==> config.mk <==
export PLATFORM = sky130hd
export DESIGN_NAME = rvv_backend_pmtrdt_rs
export DESIGN_NICKNAME = d
export VERILOG_FILES = /design/src/rtl/rvv_backend_pmtrdt_rs_pkg.sv /design/src/rtl/rvv_backend_rs_ptr.sv /design/src/rtl/rvv_backend_pmtrdt_rs.sv
export SDC_FILE = /design/constraint.sdc
export NUM_CORES = 2
export LEC_CHECK = 0
export BUFFER_PORTS_ARGS = -buffer_cell sky130_fd_sc_hd__clkbuf_2
export CAP_MARGIN = 20
export CORE_ASPECT_RATIO = 1.75
export CORE_MARGIN = 1
export CORE_UTILIZATION = 63
export CTS_BUF_LIST = sky130_fd_sc_hd__clkbuf_4
export CTS_CLUSTER_SIZE = 25
export DETAILED_ROUTE_END_ITERATION = 16
export GPL_ROUTABILITY_DRIVEN = 0
export PLACE_DENSITY_LB_ADDON = 0.12
export SETUP_SLACK_MARGIN = 0.5
export SYNTH_ARGS = -nofsm -noshare
export SYNTH_HDL_FRONTEND = slang
export SYNTH_SLANG_ARGS = --single-unit
==> constraint.sdc <==
create_clock -name clk -period 11.4 [get_ports clk]
set_input_delay 2.28 -clock clk [delete_from_list [all_inputs] [get_ports clk]]
set_output_delay 2.28 -clock clk [all_outputs]
set_load 0.1 [all_outputs]
==> src/rtl/rvv_backend_pmtrdt_rs_pkg.sv <==
// Shared types and defaults for the PMTRDT reservation station.
// Fallback macro values apply only when no shared backend define header has set them.
`ifndef NUM_PMTRDT
`define NUM_PMTRDT 2
`endif
`ifndef PMTRDT_RS_DEPTH
`define PMTRDT_RS_DEPTH 8
`endif

package rvv_backend_pmtrdt_rs_pkg;

  localparam int RS_DEPTH_DFLT = `PMTRDT_RS_DEPTH;
  localparam int NUM_PU_DFLT   = `NUM_PMTRDT;
  localparam int NUM_DP_DFLT   = 2;

  typedef struct packed {
    logic [4:0]  rob_entry;
    logic [5:0]  uop_funct6;
    logic [2:0]  vsew;
    logic [31:0] vs1_data;
  } PMT_RDT_RS_t;

  // Ones count of a thermometer-coded request vector.
  function automatic int unsigned popcnt(input logic [31:0] v);
    int unsigned n;
    n = 0;
    for (int i = 0; i < 32; i++) n += 32'(v[i]);
    return n;
  endfunction

endpackage

==> src/rtl/rvv_backend_rs_ptr.sv <==
// Head/tail/count register for an in-order reservation station with
// thermometer-coded multi-port push and pop.
module rvv_backend_rs_ptr
  import rvv_backend_pmtrdt_rs_pkg::*;
#(
  parameter int DEPTH   = 8,
  parameter int NUM_IN  = 2,
  parameter int NUM_OUT = 2,
  parameter int PTR_W   = $clog2(DEPTH),
  parameter int CNT_W   = $clog2(DEPTH + 1)
) (
  input  logic               clk,
  input  logic               rst_n,
  input  logic               flush,
  input  logic [NUM_IN-1:0]  push,
  input  logic [NUM_OUT-1:0] pop,
  output logic [PTR_W-1:0]   head,
  output logic [PTR_W-1:0]   tail,
  output logic [CNT_W-1:0]   count
);

  logic [PTR_W-1:0] head_q, head_d, tail_q, tail_d;
  logic [CNT_W-1:0] count_q, count_d;
  logic [CNT_W-1:0] n_push, n_pop;

  always_comb begin
    n_push  = CNT_W'(popcnt(32'(push)));
    n_pop   = CNT_W'(popcnt(32'(pop)));
    head_d  = head_q + PTR_W'(n_pop);
    tail_d  = tail_q + PTR_W'(n_push);
    count_d = count_q + n_push - n_pop;
    // Flush wins over any same-cycle push or pop.
    if (flush) begin
      head_d  = '0;
      tail_d  = '0;
      count_d = '0;
    end
  end

  always_ff @(posedge clk or negedge rst_n) begin
    if (!rst_n) begin
      head_q  <= '0;
      tail_q  <= '0;
      count_q <= '0;
    end else begin
      head_q  <= head_d;
      tail_q  <= tail_d;
      count_q <= count_d;
    end
  end

  assign head  = head_q;
  assign tail  = tail_q;
  assign count = count_q;

endmodule

==> src/rtl/rvv_backend_pmtrdt_rs.sv <==
// In-order PMTRDT reservation station: multi-port circular FIFO, oldest-first views.
// Optional macro PMTRDT_RS_FLUSH_EN adds the trap_flush_rvv input.
`ifndef NUM_PMTRDT
`define NUM_PMTRDT 2
`endif
`ifndef PMTRDT_RS_DEPTH
`define PMTRDT_RS_DEPTH 8
`endif

module rvv_backend_pmtrdt_rs
  import rvv_backend_pmtrdt_rs_pkg::*;
#(
  parameter int DEPTH  = `PMTRDT_RS_DEPTH,  // power of 2, >= NUM_PU
  parameter int NUM_DP = 2,
  parameter int NUM_PU = `NUM_PMTRDT
) (
  input  logic                         clk,
  input  logic                         rst_n,
`ifdef PMTRDT_RS_FLUSH_EN
  input  logic                         trap_flush_rvv,
`endif
  input  logic [NUM_DP-1:0]            push_valid_dp2rs,
  input  PMT_RDT_RS_t [NUM_DP-1:0]     push_data_dp2rs,
  output logic [NUM_DP-1:0]            push_ready_rs2dp,
  input  logic [NUM_PU-1:0]            pop_ex2rs,
  output PMT_RDT_RS_t [NUM_PU-1:0]     pmtrdt_uop_rs2ex,
  output logic                         fifo_empty_rs2ex,
  output logic [NUM_PU-1:1]            fifo_almost_empty_rs2ex,
  output PMT_RDT_RS_t [DEPTH-1:0]      all_uop_data,
  output logic                         fifo_full_rs2dp
);

  localparam int PTR_W = $clog2(DEPTH);
  localparam int CNT_W = $clog2(DEPTH + 1);

  logic [PTR_W-1:0]  head, tail;
  logic [CNT_W-1:0]  count, free_cnt;
  logic [NUM_DP-1:0] push_acc;
  logic              flush;
  PMT_RDT_RS_t       mem_q [DEPTH];
  PMT_RDT_RS_t       mem_d [DEPTH];

`ifdef PMTRDT_RS_FLUSH_EN
  assign flush = trap_flush_rvv;
`else
  assign flush = 1'b0;
`endif

  // Ready looks only at the registered count so EX pops never reach dispatch combinationally.
  always_comb begin
    free_cnt = CNT_W'(DEPTH) - count;
    for (int j = 0; j < NUM_DP; j++)
      push_ready_rs2dp[j] = (free_cnt >= CNT_W'(j + 1));
  end

  assign push_acc = push_valid_dp2rs & push_ready_rs2dp;

  rvv_backend_rs_ptr #(
    .DEPTH   (DEPTH),
    .NUM_IN  (NUM_DP),
    .NUM_OUT (NUM_PU)
  ) u_ptr (
    .clk   (clk),
    .rst_n (rst_n),
    .flush (flush),
    .push  (push_acc),
    .pop   (pop_ex2rs),
    .head  (head),
    .tail  (tail),
    .count (count)
  );

  always_comb begin
    for (int k = 0; k < DEPTH; k++) mem_d[k] = mem_q[k];
    for (int j = 0; j < NUM_DP; j++)
      if (push_acc[j]) mem_d[tail + PTR_W'(j)] = push_data_dp2rs[j];
  end

  // Payload storage carries no reset; validity lives entirely in count.
  always_ff @(posedge clk) begin
    for (int k = 0; k < DEPTH; k++) mem_q[k] <= mem_d[k];
  end

  for (genvar k = 0; k < DEPTH; k++) begin : g_rd
    assign all_uop_data[k] = mem_q[head + PTR_W'(k)];
  end

  for (genvar i = 0; i < NUM_PU; i++) begin : g_pu
    assign pmtrdt_uop_rs2ex[i] = all_uop_data[i];
  end

  always_comb begin
    for (int i = 1; i < NUM_PU; i++)
      fifo_almost_empty_rs2ex[i] = (count <= CNT_W'(i));
  end

  assign fifo_empty_rs2ex = (count == '0);
  assign fifo_full_rs2dp  = (count == CNT_W'(DEPTH));

  a_push_thermo: assert property (@(posedge clk) disable iff (!rst_n)
    ((push_valid_dp2rs + NUM_DP'(1)) & push_valid_dp2rs) == '0);
  a_pop_thermo: assert property (@(posedge clk) disable iff (!rst_n)
    ((pop_ex2rs + NUM_PU'(1)) & pop_ex2rs) == '0);
  a_push_ready: assert property (@(posedge clk) disable iff (!rst_n)
    (push_valid_dp2rs & ~push_ready_rs2dp) == '0);
  a_pop0_valid: assert property (@(posedge clk) disable iff (!rst_n)
    pop_ex2rs[0] |-> !fifo_empty_rs2ex);
  for (genvar i = 1; i < NUM_PU; i++) begin : g_pop_chk
    a_pop_valid: assert property (@(posedge clk) disable iff (!rst_n)
      pop_ex2rs[i] |-> !fifo_almost_empty_rs2ex[i]);
  end

endmodule
==> key figures <==
Min path
  • Hold Crit Depth: 2
  • Hold Crit Start: mem_q[3][29]
  • Hold EP: mem_q[3][29]
  • Class of the worst hold path: reg -> reg

Floorplan
  • Top Ports: 563
  • Die ar.: 49000 sq um
  • Area of the core: 47600 sq um
  • Die W: 168 um
  • # rows: 106
  • Die height: 292 um
  • Initial Util: 63.6%

Critical path
  • Critical path required time: 9.12 ns
  • Crit Path Category: reg -> out
  • R2R cell count: 8
  • Crit Reg-Reg Endpoint: mem_q[5][26]
  • Worst-path maximum fanout: 120
  • Worst r2r src: u_ptr.count[0]
  • CP arrival: 5.51 ns
  • Setup slack, reg-to-reg: 7.61 ns
  • Setup crit start kind: flip-flop
  • CP endpoint kind: output pin

Routing
  • DR DRC count: 0
  • Antenna Nets Post-Route: 0
  • Pre-Repair DR Iteration Count: 9
  • Overall routed net length: 101 mm
  • Vias per std cell: 6.53
  • 1st-iter DRT viols: 2607
  • DR WL/cell: 23.8 um
  • Via count: 27651

CTS
  • Clock latency on the worst-skew pair: 0.82 ns
  • Num CTS Buffers: 93
  • H-tree levels: 3
  • Worst-path clk slew: 0.07 ns
  • Maximum buffer depth of the clock tree: 3
  • Clock sink count: 378
  • Hold buffer count at cts: 0
  • Root buffer cell: clkbuf_4
  • Post-CTS Setup Bufs: 0
  • CTS tree: yes
  • CTS resizes: 0

Synthesis
  • Post-Syn Instances: 3322
  • Synthesis-stage register bit count: 378
  • Top cell type's share of synthesized area: 27.4%
  • Syn Area/Cell: 9.12 sq um
  • Number of synthesized flops with an enable pin: 0
  • Sequential area share after synthesis: 25.1%
  • Syn nets: 3441
  • Synth unique cells: 41
  • Cell taking the most area after synthesis: mux4_2
  • Async set-reset flop share out of synthesis: 2.65%
  • Top cells by area, synth: mux4_2, dfxtp_1, nand2_1, mux2i_1, o21ai_0
  • Synth cell count leaders: nand2_1, dfxtp_1, mux2i_1, mux4_2, o21ai_0
  • Yosys synthesis warning count: 0
  • Post-synth top flop: dfxtp_1
  • Synth Cell Area: 30300 sq um
  • Count leader, synth: nand2_1

Place
  • Dpl ws: 4.47 ns
  • DPL Wire Length: 64.9 mm
  • Port-buffer cells: 562

GRT
  • First-pass GRT wire length: 153 mm
  • Tot GR Track Use: 40.9%
  • Largest net degree at the start of global routing: 139
  • Initial antenna violation count: 14
  • GR Overflow Total: 0
  • Vias in the first global route: 26964

Timing
  • Rel. slew slack: 20.0%
  • RSZ-0062 raised after global routing: false
  • Slew Limit Fails: 0
  • Fin. Hold Viols: 0
  • Min Tclk post-route: 7.79 ns
  • Final setup violation count: 0
  • Period Utilization, post-route: 68.4%
  • Slew @ Worst Pin: 1.20 ns
  • Setup WS post-layout: 3.61 ns
  • Max Clock Skew: 0.0348 ns
  • Fmax: 0.128 GHz
  • Fin Setup TNS: 0 ns

Status
  • Status: complete, no violations

Final layout
  • Layout area overhead: 9.11%
  • Layout Nets: 3682
  • Ratio of cells with drive above 1 in the final layout: 33.9%
  • Fillers: 3774

Flow run
  • Max Cap Viol: 0
[worst max-delay path by stage]
| stage | startpoint | end | cells after the start |
|---|---|---|---|
| after global routing | u_ptr.head[1] | all_uop_data[70] | 8 |
| after global placement | u_ptr.head[1] | all_uop_data[70] | 8 |
| after detailed placement | u_ptr.head[1] | all_uop_data[70] | 8 |
| after CTS | u_ptr.head[1] | all_uop_data[70] | 8 |
| final | u_ptr.head[1] | all_uop_data[254] | 8 |
| after floorplan | u_ptr.head[1] | pmtrdt_uop_rs2ex[46] | 11 |
[worst max-delay path, cell delays in order (launching register included)]
cell and delay, ns:
dfrtp_4 1.06, inv_1 0.25, ha_4 0.53, buf_4 0.75
buf_12 0.68, mux4_2 0.62, nand2_1 0.08, nand2_1 0.17
clkbuf_2 0.42
[cells by family (layout without fill, tap and decap cells)]
kind of cell             Yosys count  in the layout  synth area share (%)
XOR/XNOR                          14             14                 0.405
buffers and inverters            477            782                  8.68
multiplexers                     828            828                  42.9
flip-flops                       378            378                  25.1
AO/OA/AOI/OAI                    380            380                  6.37
other                              0             11                     0
adder cells (fa/ha/maj)           21             21                 0.966
AND/OR/NAND/NOR                 1224           1224                  15.5
[cells in the final DEF (no fill, tap or decap), drive strengths merged, types with 4 or more instances in the layout]
cell type	count
a21oi	93
clkbuf	690
mux2i	368
fa	4
dfrtp	10
a211oi	6
xor2	6
inv	19
ha	17
o21ai	277
diode	11
and2	4
buf	44
nor2	93
xnor2	8
clkinv	27
mux4	368
dfxtp	368
nand2	1110
mux2	92
[area by class of cell]
class	count	area, sq um	share of cell area, %
Multi-Input combinational cell	2467	20300	61.3
Timing Repair Buffer	606	3200	9.69
Antenna cell	11	27.5	0.0833
Clock buffer	128	961	2.91
Tap cell	594	743	2.25
Inverter	17	63.8	0.193
Clock inverter	31	154	0.466
Sequential cell	378	7630	23.1
[metal layers]
layer / part of all wire (%) / vias to the layer above / GRT usage (%)
li1: - / 12141 / -
met1: 33 / 13268 / 44.4
met2: 49 / 1783 / 69.4
met3: 9.9 / 451 / 8.82
met4: 7.8 / 8 / 32.0
met5: 0.046 / - / 0
[metrics by stage]
step / area, sq um / utilization (%) / std cells / hold WS (ns)
floorplan: 30300 / - / 3322 / 0.502
global route: 33100 / 69.4 / 4231 / 0.597
CTS: 33000 / 69.4 / 4220 / 0.578
detailed placement: 31900 / 67.0 / 4061 / 0.567
finish: 33100 / 69.4 / 4232 / 0.581
global placement: 31900 / 67.0 / 4060 / 0.551
[sequential cells by signal (all words and copies together) (netlist names)]
name	count
u_ptr.head	3
u_ptr.tail	3
mem_q	368
u_ptr.count	4
Power is left out: the tool's default activity adds up to more than one toggle a clock period on the data nets, which glitch-free logic cannot reach.
